**src/rtl/pdc_pkg.sv**
```systemverilog
// Shared types, default widths and the pattern-length clamp for pattern_det_ctrl.
package pdc_pkg;

   typedef enum logic [1:0] {
      ST_IDLE,
      ST_CLEAR,
      ST_RUN,
      ST_DONE
   } state_t;

   localparam int PDC_MAX_LEN = 8;
   localparam int PDC_LEN_W   = 4;
   localparam int PDC_CNT_W   = 8;
   localparam int PDC_TO_W    = 16;

   // Zero-length patterns run as 1 bit; over-long ones are cut to the engine maximum.
   function automatic int unsigned clamp_len(input int unsigned len, input int unsigned max_len);
      if (len == 0) begin
         return 1;
      end else if (len > max_len) begin
         return max_len;
      end else begin
         return len;
      end
   endfunction

endpackage

```
**src/rtl/pdc_sat_counter.sv**
```systemverilog
// Saturating up-counter with a look-ahead compare: next_eq flags value+inc == cmp.
module pdc_sat_counter #(
   parameter int WIDTH = 8
) (
   input  logic             clk,
   input  logic             rst,
   input  logic             clear,
   input  logic             inc,
   input  logic [WIDTH-1:0] cmp,
   output logic [WIDTH-1:0] value,
   output logic             next_eq
);

   always_ff @(posedge clk) begin
      if (rst || clear) begin
         value <= '0;
      end else if (inc && (value != '1)) begin
         value <= value + WIDTH'(1);
      end
   end

   // One extra bit so a saturated count plus a pending increment never aliases a small target.
   assign next_eq = (({1'b0, value} + (WIDTH + 1)'(inc)) == {1'b0, cmp});

endmodule

```
**src/rtl/pattern_det_ctrl.sv**
```systemverilog
// Job controller for the serial pattern-detector engine: config handshake, clear, gated run, status.
// Optional first-hit position reporting is enabled with `define PDC_HIT_POS_EN.
module pattern_det_ctrl
   import pdc_pkg::*;
#(
   parameter int MAX_LEN = PDC_MAX_LEN,
   parameter int LEN_W   = PDC_LEN_W,
   parameter int CNT_W   = PDC_CNT_W,
   parameter int TO_W    = PDC_TO_W
) (
   input  logic               clk,
   input  logic               rst,
   input  logic               cfg_valid,
   output logic               cfg_ready,
   input  logic [MAX_LEN-1:0] cfg_pattern,
   input  logic [LEN_W-1:0]   cfg_len,
   input  logic               cfg_overlap,
   input  logic [CNT_W-1:0]   cfg_target,
   input  logic [TO_W-1:0]    cfg_timeout,
   input  logic               start,
   input  logic               abort,
   input  logic               s_valid,
   input  logic               s_data,
   output logic               det_clear,
   output logic [MAX_LEN-1:0] det_pattern,
   output logic [LEN_W-1:0]   det_len,
   output logic               det_overlap,
   output logic               det_valid,
   output logic               det_data,
   input  logic               det_hit,
   output logic               busy,
   output logic               done,
   output logic               timed_out,
   output logic [CNT_W-1:0]   match_cnt
`ifdef PDC_HIT_POS_EN
   ,
   output logic [TO_W-1:0]    first_hit_pos
`endif
);

   state_t            state;
   logic [CNT_W-1:0]  target;
   logic [TO_W-1:0]   timeout;
   logic              cfg_loaded;
   logic [TO_W-1:0]   bit_cnt;
   logic              match_eq;
   logic              bit_eq;
   logic              in_run;
   logic              cap;
   logic              hit_target;
   logic              hit_timeout;

   assign in_run      = (state == ST_RUN);
   assign cap         = cfg_valid && (state == ST_IDLE);
   assign det_valid   = in_run && s_valid;
   assign det_data    = s_data;
   assign hit_target  = (target != '0) && match_eq;
   assign hit_timeout = (timeout != '0) && bit_eq;

   pdc_sat_counter #(.WIDTH(CNT_W)) u_match_cnt (
      .clk     (clk),
      .rst     (rst),
      .clear   (state == ST_CLEAR),
      .inc     (in_run && det_hit),
      .cmp     (target),
      .value   (match_cnt),
      .next_eq (match_eq)
   );

   pdc_sat_counter #(.WIDTH(TO_W)) u_bit_cnt (
      .clk     (clk),
      .rst     (rst),
      .clear   (state == ST_CLEAR),
      .inc     (in_run && s_valid),
      .cmp     (timeout),
      .value   (bit_cnt),
      .next_eq (bit_eq)
   );

`ifdef PDC_HIT_POS_EN
   // The hit pulse arrives with its own bit, so its position is the post-increment count.
   logic [TO_W-1:0] bit_next;

   always_comb begin
      bit_next = bit_cnt;
      if (s_valid && (bit_cnt != '1)) begin
         bit_next = bit_cnt + TO_W'(1);
      end
   end
`endif

   always_ff @(posedge clk) begin
      if (rst) begin
         state       <= ST_IDLE;
         cfg_ready   <= 1'b1;
         det_clear   <= 1'b0;
         busy        <= 1'b0;
         done        <= 1'b0;
         timed_out   <= 1'b0;
         det_pattern <= '0;
         det_len     <= LEN_W'(1);
         det_overlap <= 1'b0;
         target      <= '0;
         timeout     <= '0;
         cfg_loaded  <= 1'b0;
`ifdef PDC_HIT_POS_EN
         first_hit_pos <= '0;
`endif
      end else begin
         det_clear <= 1'b0;
         done      <= 1'b0;
         case (state)
            ST_IDLE: begin
               if (cap) begin
                  det_pattern <= cfg_pattern;
                  det_len     <= LEN_W'(clamp_len(32'(cfg_len), MAX_LEN));
                  det_overlap <= cfg_overlap;
                  target      <= cfg_target;
                  timeout     <= cfg_timeout;
                  cfg_loaded  <= 1'b1;
               end
               if (start && (cfg_loaded || cap)) begin
                  state     <= ST_CLEAR;
                  cfg_ready <= 1'b0;
                  det_clear <= 1'b1;
                  busy      <= 1'b1;
                  timed_out <= 1'b0;
               end
            end
            ST_CLEAR: begin
               state <= ST_RUN;
`ifdef PDC_HIT_POS_EN
               first_hit_pos <= '0;
`endif
            end
            ST_RUN: begin
`ifdef PDC_HIT_POS_EN
               if (det_hit && (match_cnt == '0)) begin
                  first_hit_pos <= bit_next;
               end
`endif
               // abort > target > timeout
               if (abort || hit_target || hit_timeout) begin
                  state     <= ST_DONE;
                  busy      <= 1'b0;
                  done      <= 1'b1;
                  timed_out <= !abort && !hit_target;
`ifdef PDC_HIT_POS_EN
                  if (!det_hit && (match_cnt == '0)) begin
                     first_hit_pos <= '1;
                  end
`endif
               end
            end
            ST_DONE: begin
               state     <= ST_IDLE;
               cfg_ready <= 1'b1;
            end
            default: begin
               state     <= ST_IDLE;
               cfg_ready <= 1'b1;
               busy      <= 1'b0;
            end
         endcase
      end
   end

endmodule

```
**config.mk**
```make
export PLATFORM = sky130hd
export DESIGN_NAME = pattern_det_ctrl
export DESIGN_NICKNAME = d
export VERILOG_FILES = /design/src/rtl/pdc_pkg.sv /design/src/rtl/pdc_sat_counter.sv /design/src/rtl/pattern_det_ctrl.sv
export SDC_FILE = /design/constraint.sdc
export NUM_CORES = 1
export LEC_CHECK = 0
export CORE_ASPECT_RATIO = 1.5
export CORE_MARGIN = 4
export CORE_UTILIZATION = 45
export CTS_CLUSTER_SIZE = 25
export DETAILED_ROUTE_END_ITERATION = 6
export PLACE_DENSITY = 0.71
export RECOVER_POWER = 100
export SETUP_SLACK_MARGIN = 0.1
export SYNTH_ARGS = -nofsm -noshare
export SYNTH_HDL_FRONTEND = slang
export SYNTH_SLANG_ARGS = --single-unit
```
**constraint.sdc**
```tcl
create_clock -name clk -period 5.99 [get_ports clk]
set_input_delay 0.8985 -clock clk [delete_from_list [all_inputs] [get_ports clk]]
set_output_delay 0.8985 -clock clk [all_outputs]
set_load 0.02 [all_outputs]
```
==> run_results.csv <==
group,metric,value,unit
routing,route.detailed.wl_per_inst,14.99,um
synth,count_of_flip_flops_with_a_built_in_enable_after_synthesis,0,
layout,area_delta_synth_final,23.76,%
setup_path,cp_max_fo,5,
clocking,clk-insertion-delay-late,0.34,ns
placement,dp_cells,616,
synth,yosysTopAreaCell,"sky130_fd_sc_hd__dfxtp_1",
layout,multi_input_area,2155,um^2
synth,synth.cells.most_frequent,"sky130_fd_sc_hd__nand2_1 (99), sky130_fd_sc_hd__dfxtp_1 (69), sky130_fd_sc_hd__a21oi_1 (46)",
floorplan,num_io_pins,73,
pwr,fin_total_pwr,1601,uW
synth,synth_nets,526,
pwr,power.share.sequential,0.365,
clocking,cts.repair_timing.setup_buffer_count,0,
setup_path,setup.worst_path.end_class,"flop",
pwr,p_sw,548.4,uW
layout,antenna-diode-count,0,
outcome,run_status,"finished with violations",
global_route,groute.layer.met3.usage,0.04772,
layout,filler_cell_count,778,
flow_run,maxCapViolations,1,
synth,synth_cells,471,
clocking,cts_tree,"yes",
synth,synthMostInstantiatedCell,"sky130_fd_sc_hd__nand2_1",
sta,worst_pin_slew,1.868,ns
synth,synth-seq-area-share,0.3638,
clocking,clkSlewWorstSetupHoldPaths,0.06,ns
routing,firstDrtPassIters,4,
setup_path,required_time_of_the_critical_path,6.11,ns
pwr,switching_share,0.3426,
setup_path,worst-endpoint-arrival,3.75,ns
synth,post_synth_instance_area,3797,um^2
sta,fin_crit,3.627,ns
routing,ant_nets,0,
sta,hold_viol,0,
sta,finalClockSkew,0.005212,ns
placement,dp_hpwl,7017,um
floorplan,vertical_extent_of_the_die,120.5,um
routing,drc,0,
clocking,clk_path_buf_depth,2,
synth,top_ff_cell_synth,"sky130_fd_sc_hd__dfxtp_1",
synth,avgSynthCellArea,8.062,um^2
clocking,clock-root-buffer,"sky130_fd_sc_hd__clkbuf_16",
layout,layout.area.seq,1381,um^2
setup_path,ff2ff_setup_slack,2.55,ns
sta,finalCritPeriodShare,0.6055,
sta,achievable-frequency,275.7,MHz
placement,postPlaceCellArea,4429,um^2
routing,drt_iter0_markers,226,
global_route,grt.busiest_layer,"met2",
global_route,grt_pass1_wl,15920,um
clocking,cts_hold_buf,0,
layout,num-nets-final,577,
pwr,worst_case_vdd_ir_drop,0.2646,mV
pwr,p_int,1052,uW
sta,final-max-slew-violation-count,43,
clocking,tritoncts_num_sinks,69,
synth,yosys_warnings,0,
sta,setup_viol,0,
sta,fin_hold_ws,0.4511,ns
sta,grt_setup_unrepaired,"false",
synth,synth_top_cells_by_area,"sky130_fd_sc_hd__dfxtp_1 (36%), sky130_fd_sc_hd__nand2_1 (9.8%), sky130_fd_sc_hd__a21oi_1 (6.1%), sky130_fd_sc_hd__xnor2_1 (5.5%), sky130_fd_sc_hd__xor2_1 (4.6%)",
global_route,track_usage,0.1954,
floorplan,fp.dieArea,10000,um^2
pwr,comb_power_share,0.311,
synth,synth_top_area_share,0.3638,
global_route,antenna_violations_before_repair,0,
sta,tns,0,ns
global_route,grt_max_degree,43,
outcome,failed_checks,"max-capacitance violations, max-slew violations",
routing,route.detailed.vias_per_inst,5.417,
routing,dr_total_vias,3418,
setup_path,setup.worst_path.class,"in -> reg",
floorplan,core-area,8108,um^2
floorplan,width_of_the_die,83.01,um
global_route,grt_util_met1,0.2184,
placement,number_of_input_and_output_port_buffers_inserted,70,
setup_path,critPathLaunchType,"primary input",
global_route,grt_overflow,0,
clocking,cts_resized,0,
min_path,timing.hold.worst.class,"reg -> reg",
pwr,power_density,340.6,nW/um^2
layout,fin_cells,631,
clocking,tritoncts.num_buffers,9,
sta,timing.max_slew.rel_slack,-0.2451,
layout,post_route_cells_drive_above_1_share,0.06654,
routing,totalWireLength,9459,um
synth,synthArstFlopShare,0,
synth,netlist-cell-type-count,64,
pwr,power.leakage,0.001749,uW
pwr,power_frac_clock,0.324,
global_route,groute.layer.met2.usage,0.3434,
global_route,grt_pass1_vias,3409,
layout,final_cell_area,4700,um^2
floorplan,starting_density_of_the_core,0.4684,
clocking,cts-htree-levels,3,
synth,yosys_register_bits,69,
floorplan,number_of_placement_rows,40,
placement,final_gp_congestion,0.8979,
## cells by family (layout without fill, tap and decap cells)
logic type,Yosys count,count (layout),share of synthesized area
buffers and inverters,39,94,0.06458
XOR/XNOR,44,44,0.1015
multiplexers,5,5,0.01318
AO/OA/AOI/OAI,82,82,0.1331
flip-flops,69,69,0.3638
AND/OR/NAND/NOR,222,222,0.2909
adder cells (fa/ha/maj),10,10,0.03295
## worst max-delay path, cell delays in order
cell and delay (ns):
sky130_fd_sc_hd__dlygate4sd3_1 0.52, sky130_fd_sc_hd__and2_0 0.23, sky130_fd_sc_hd__ha_1 0.24, sky130_fd_sc_hd__nand2_1 0.16
sky130_fd_sc_hd__nor2_1 0.08, sky130_fd_sc_hd__or4b_1 0.45, sky130_fd_sc_hd__and4_1 0.19, sky130_fd_sc_hd__or3_2 0.57
sky130_fd_sc_hd__a21boi_0 0.28, sky130_fd_sc_hd__a211oi_1 0.12
## registers in the layout, summed over array words and instances (netlist names)
register	flops
busy	1
cfg_loaded	1
cfg_ready	1
det_clear	1
det_len	4
det_overlap	1
det_pattern	8
done	1
state	2
target	8
timed_out	1
timeout	16
u_bit_cnt.value	16
u_match_cnt.value	8
## routing by layer
layer  up-vias  share of wire
met1      1588           0.41
met2        81           0.51
met3        22          0.052
met4         0          0.027
met5         -              0
li1       1727              -
## path summary, 6_finish.rpt
kind / startpoint / cells past startpoint / endpoint
worst min-delay path: det_overlap$_SDFFE_PP0P_ / 2 / det_overlap$_SDFFE_PP0P_
worst max-delay path: det_hit / 10 / busy$_SDFFE_PP0P_
worst min register to register: det_overlap$_SDFFE_PP0P_ / 2 / det_overlap$_SDFFE_PP0P_
worst max register to register: state[0]$_SDFFE_PP0P_ / 11 / busy$_SDFFE_PP0P_
## metrics by stage
stage          worst slack [ns]    util
3_5_place_dp              2.202  0.5463
3_3_place_gp              2.287  0.5463
4_1_cts                   2.563  0.5821
2_1_floorplan             2.720       -
5_1_grt                   2.063  0.5796
6_report                  2.363  0.5796
## placed cells by master, fill, tap and decap left out, types with 6 or more instances in the layout
cell type	instances
sky130_fd_sc_hd__clkbuf_16	9
sky130_fd_sc_hd__dfxtp_1	69
sky130_fd_sc_hd__dlygate4sd3_1	30
sky130_fd_sc_hd__nand3_1	13
sky130_fd_sc_hd__nand4_1	12
sky130_fd_sc_hd__nor2_1	39
sky130_fd_sc_hd__ha_1	10
sky130_fd_sc_hd__xnor2_1	24
sky130_fd_sc_hd__clkdlybuf4s50_1	40
sky130_fd_sc_hd__o21ai_0	10
sky130_fd_sc_hd__or3_1	6
sky130_fd_sc_hd__a21oi_1	46
sky130_fd_sc_hd__xor2_1	20
sky130_fd_sc_hd__inv_1	6
sky130_fd_sc_hd__nor4_1	8
sky130_fd_sc_hd__nand2_1	99
## layout make-up
cell class / count / share of cell area
multi-input combinational: 363 / 0.4585
sequential: 69 / 0.2939
timing repair buffer: 73 / 0.1531
clock buffer: 9 / 0.04792
tap: 105 / 0.02796
clock inverter: 6 / 0.01384
inverter: 6 / 0.004792
## power groups by stage
stage,registers (uW),logic [uW],clock network (uW)
2_1_floorplan,607,350,0
3_3_place_gp,592,503,0
3_5_place_dp,594,517,0
4_1_cts,585,520,526
5_1_grt,592,561,548
6_report,584,499,518
No activity file was read; power rests on OpenSTA's default activity.
